$ cat src/rtl/tail_lamp_pkg.sv
// Shared types and lamp patterns for the rear turn/hazard lamp controller.
// Latency: n/a (declarations only).
// Backpressure: n/a (declarations only).
package tail_lamp_pkg;

  // Sequence states. Lx/Rx light x lamps, counting outward from the innermost.
  typedef enum logic [2:0] {
    IDLE = 3'd0,
    L1   = 3'd1,
    L2   = 3'd2,
    L3   = 3'd3,
    R1   = 3'd4,
    R2   = 3'd5,
    R3   = 3'd6,
    HAZ  = 3'd7
  } state_t;

  // Lamp patterns in [0:2] order: the leftmost literal bit is the innermost lamp.
  localparam logic [0:2] OFF = 3'b000;
  localparam logic [0:2] ONE = 3'b100;
  localparam logic [0:2] TWO = 3'b110;
  localparam logic [0:2] ALL = 3'b111;

endpackage

$ cat src/rtl/tail_lamp_prescaler.sv
// Step pulse generator: step is high for one cycle every STEP_CYCLES cycles.
// Latency: the first step comes STEP_CYCLES cycles after reset release (every cycle when STEP_CYCLES=1).
// Backpressure: none; free-running.
// Ports: clk, rst (async active-low), step (combinational decode of the counter register).
module tail_lamp_prescaler #(
  parameter int unsigned STEP_CYCLES = 1
) (
  input  logic clk,
  input  logic rst,
  output logic step
);

  // A 1-bit counter is kept even for STEP_CYCLES=1; it simply stays at 0.
  localparam int unsigned CW = (STEP_CYCLES > 1) ? $clog2(STEP_CYCLES) : 1;
  localparam logic [CW-1:0] LAST = CW'(STEP_CYCLES - 1);

  logic [CW-1:0] cnt_q;

  assign step = (cnt_q == LAST);

  always_ff @(posedge clk or negedge rst) begin
    if (!rst) begin
      cnt_q <= '0;
    end else if (step) begin
      cnt_q <= '0;
    end else begin
      cnt_q <= cnt_q + CW'(1);
    end
  end

endmodule

$ cat src/rtl/tail_lamp_ctrl.sv
// Thunderbird-style rear lamp controller: outward turn sequences on LI/RI, all-six hazard flash.
// Latency: inputs sampled on a step edge show on LI/RI right after that edge; no comb input->output path
//          (except the brake overlay when TAIL_LAMP_BRAKE_EN is defined).
// Backpressure: none; the state advances only on prescaler steps.
// Ports: clk, rst (async active-low), E (hazard), TL/TR (turn requests), [BRK (brake, only with
//        TAIL_LAMP_BRAKE_EN)], LI/RI [0:2] lamp outputs with index 0 innermost.
module tail_lamp_ctrl
  import tail_lamp_pkg::*;
#(
  parameter int unsigned STEP_CYCLES = 1
) (
  input  logic       clk,
  input  logic       rst,
  input  logic       E,
  input  logic       TL,
  input  logic       TR,
`ifdef TAIL_LAMP_BRAKE_EN
  input  logic       BRK,
`endif
  output logic [0:2] LI,
  output logic [0:2] RI
);

  logic       step;
  state_t     state_q, state_d;
  logic [0:2] li_q, li_d;
  logic [0:2] ri_q, ri_d;

  tail_lamp_prescaler #(
    .STEP_CYCLES(STEP_CYCLES)
  ) u_prescaler (
    .clk (clk),
    .rst (rst),
    .step(step)
  );

  // Next state and the lamp patterns of that state; the patterns are
  // registered alongside the state so the outputs come straight from flops.
  always_comb begin
    state_d = state_q;
    li_d    = OFF;
    ri_d    = OFF;

    if (step) begin
      case (state_q)
        IDLE: begin
          if (E || (TL && TR)) state_d = HAZ;
          else if (TL)         state_d = L1;
          else if (TR)         state_d = R1;
          else                 state_d = IDLE;
        end
        // A started sequence runs to completion unless hazard pre-empts it.
        L1:      state_d = E ? HAZ : L2;
        L2:      state_d = E ? HAZ : L3;
        L3:      state_d = E ? HAZ : IDLE;
        R1:      state_d = E ? HAZ : R2;
        R2:      state_d = E ? HAZ : R3;
        R3:      state_d = E ? HAZ : IDLE;
        // Always passes through IDLE, so a held E flashes all-on/all-off.
        HAZ:     state_d = IDLE;
        default: state_d = IDLE;
      endcase
    end

    case (state_d)
      L1:      li_d = ONE;
      L2:      li_d = TWO;
      L3:      li_d = ALL;
      R1:      ri_d = ONE;
      R2:      ri_d = TWO;
      R3:      ri_d = ALL;
      HAZ: begin
        li_d = ALL;
        ri_d = ALL;
      end
      default: begin
        li_d = OFF;
        ri_d = OFF;
      end
    endcase
  end

  always_ff @(posedge clk or negedge rst) begin
    if (!rst) begin
      state_q <= IDLE;
      li_q    <= OFF;
      ri_q    <= OFF;
    end else begin
      state_q <= state_d;
      li_q    <= li_d;
      ri_q    <= ri_d;
    end
  end

`ifdef TAIL_LAMP_BRAKE_EN
  logic left_seq;
  logic right_seq;

  assign left_seq  = (state_q == L1) || (state_q == L2) || (state_q == L3);
  assign right_seq = (state_q == R1) || (state_q == R2) || (state_q == R3);

  // Brake lights every side that is not running a turn sequence; hazard
  // flashing is left untouched so it stays recognisable.
  always_comb begin
    LI = li_q;
    RI = ri_q;
    if (BRK && (state_q != HAZ)) begin
      if (!left_seq)  LI = ALL;
      if (!right_seq) RI = ALL;
    end
  end
`else
  assign LI = li_q;
  assign RI = ri_q;
`endif

endmodule

$ cat config.mk
export PLATFORM = sky130hd
export DESIGN_NAME = tail_lamp_ctrl
export DESIGN_NICKNAME = d
export VERILOG_FILES = /design/src/rtl/tail_lamp_pkg.sv /design/src/rtl/tail_lamp_prescaler.sv /design/src/rtl/tail_lamp_ctrl.sv
export SDC_FILE = /design/constraint.sdc
export NUM_CORES = 1
export LEC_CHECK = 0
export BUFFER_PORTS_ARGS = -buffer_cell sky130_fd_sc_hd__buf_2
export CORE_UTILIZATION = 30
export DETAILED_ROUTE_END_ITERATION = 7
export RECOVER_POWER = 100
export SLEW_MARGIN = 20
export SYNTH_ARGS = -nofsm -noshare
export SYNTH_HDL_FRONTEND = slang
export SYNTH_SLANG_ARGS = --single-unit
$ cat constraint.sdc
create_clock -name clk -period 2.3 [get_ports clk]
set_input_delay 0.69 -clock clk [delete_from_list [all_inputs] [get_ports clk]]
set_output_delay 0.69 -clock clk [all_outputs]
set_load 0.1 [all_outputs]
==> reports/results.ini <==
[global_route]
grt-ovfl-total = 0
antenna_found_initial = 0
grt_pass1_wl_um = 1120
track_usage_pct = 12.3
grt_pass1_vias = 254
grt_max_degree = 12

[floorplan]
die_w_um = 38.0
die_area_um2 = 1450
initial_core_util_pct = 33.7
boundaryPins = 11
rows = 12
die_h_um = 38.0
core_um2 = 1160

[final_layout]
final_cell_area_um2 = 460
final_layout_size_suffix_gt1_share_pct = 22.0
area_growth_pct = 18.3
n_antenna_cell = 0
fin_nets = 56

[clock_tree]
cts_buffers = 3
clkLatencyLatePin_ns = 0.26
post_cts_buffers = 0
cts_buffer_depth = 2
hold_buffers = 0
post_cts_resize_count = 0
cts_tree = yes
htree_levels = 1
cts.sinks = 9
path_clk_slew_ns = 0.06
root_buffer = clkbuf_4

[sta]
slew_headroom_pct = 64.1
drv_slew = 0
setup_viol = 0
finalHoldViolCount = 0
fin_ws_ns = 0.575
finalCriticalPeriod_ns = 1.72
tightestPinTransition_ns = 0.541
timing.hold.ws_ns = 0.360
clock.fmax_ghz = 0.580
rsz0062_at_grt = false
final.setup.tns_ns = 0
clock_skew_ns = 0.000648
fin_crit_sh_pct = 75.0

[yosys]
synth_top_area_share_pct = 57.9
yosys_warnings = 0
synth.avg_cell_area_um2 = 10.2
syn-num-nets = 43
syn_inst = 38
syn_area_um2 = 389
ys_async_sr_fraction_pct = 100
ys_ff_latch = 9
yosysMostFrequentCell = dfrtp_1
synthDistinctLibCells = 19
synth_edf_count = 0
yosysTopAreaCell = dfrtp_1
synth_compound_area_share_pct = 20.6
synth_fa_ha_area_share_pct = 0
synthSimpleGateAreaFrac_pct = 16.4
synth_xor_area_share_pct = 0
synth_top_family_by_area = compound AO/OA/AOI/OAI gates
synthTopCellsByCount = dfrtp_1 (9), nand2_1 (4), nor2_1 (4)
synth_ff_type = dfrtp_1
ys_top_cells_by_area = dfrtp_1 (58%), a21oi_1 (3.9%), o21ai_0 (3.9%), nand2_1 (3.9%), nor2_1 (3.9%)
synth.mux.area_fraction_pct = 0
yosysSeqAreaShare_pct = 57.9

[place]
gp_congestion = 0.732
portBuffers = 10
dpl_worst_slack_ns = 0.834
dpl_cell_area_um2 = 440
dpl.hpwl_um = 483

[drt]
firstDrtPassIters = 4
routed_wl_um = 701
routedWlPerCell_um = 11.0
postRouteAntennaNets = 0
routed_via_density = 5.03
via_count = 322
drc = 0
initialDrtViolationCount = 8

[run_status]
status = completed

[worst_setup_path]
crit_start = LI[0]
crit_path_top_delay_cell = clkbuf_2
start_kind = flop
cp-end-kind = primary output
rr_startpoint = state_q[1]
critPathRequiredTime_ns = 1.61
crit_type = reg2out
critPathMaxStageDelay_ns = 0.45
cp_num_buf_inv = 1
critPathMaxFanout = 1
crit_family = buffers and inverters
arrival_ns = 1.03
path_cells = clkbuf_2

[worst_hold_path]
hold_class = in2async

[job]
maxCapViolCount = 0

placed cells by master (no fill, tap or decap), drive strengths merged:
| cell type | n |
|---|---|
| a211o | 1 |
| a211oi | 1 |
| a21boi | 1 |
| a21oi | 4 |
| a311oi | 1 |
| buf | 2 |
| clkbuf | 12 |
| dfrtp | 9 |
| inv | 1 |
| nand2 | 4 |
| nand2b | 1 |
| nand3 | 2 |
| nor2 | 4 |
| nor3 | 1 |
| nor4 | 1 |
| o21ai | 3 |
| o221ai | 1 |
| or3 | 1 |
per-layer routing:
| metal | GRT usage [%] | share of wire [%] |
|---|---|---|
| met5 | 0 | 0 |
| met3 | 5.23 | 6.6 |
| met1 | 16.2 | 55 |
| met4 | 10.7 | 3.6 |
| met2 | 14.7 | 35 |
final timing paths:
kind	to	cells past startpoint	slack [ns]
worst max-delay path	LI[0]	1	0.58
worst min-delay path	RI[2]	1	0.36
worst max register to register	LI[2]	3	1.07
worst min register to register	state_q[1]	1	0.62
max in group asynchronous	state_q[1]	1	1.61
min in group clk	state_q[1]	1	0.62
stage by stage:
step                utilization, %  instances
finish                        39.8         64
global route                  39.8         64
CTS                           40.4         64
detailed placement            38.1         60
global placement              38.1         60
floorplan                        -         38
area by class of cell:
type                    instances  area (µm²)
clock buffers                   4        26.3
fillers                       120         696
inverters                       1        3.75
multi-input cells              26         140
flip-flops and latches          9         225
well taps                      14        17.5
repair buffers                 10        47.5
worst register-to-register path, cell delays in order (launching register included):
cell      delay (ns)
dfrtp_1         0.50
nand2_1         0.16
a21boi_0        0.34
nor3_1          0.09
registers in the layout, indices dropped and copies added (netlist names):
signal and count:
state_q 3, RI 3, LI 3
kinds of logic after synthesis:
kind of cell / Yosys count
AND/OR/NAND/NOR: 14
AO/OA/AOI/OAI: 12
flip-flops: 9
buffers and inverters: 3
Power is left out: the tool's default activity adds up to more than one toggle a clock period on the data nets, which glitch-free logic cannot reach.
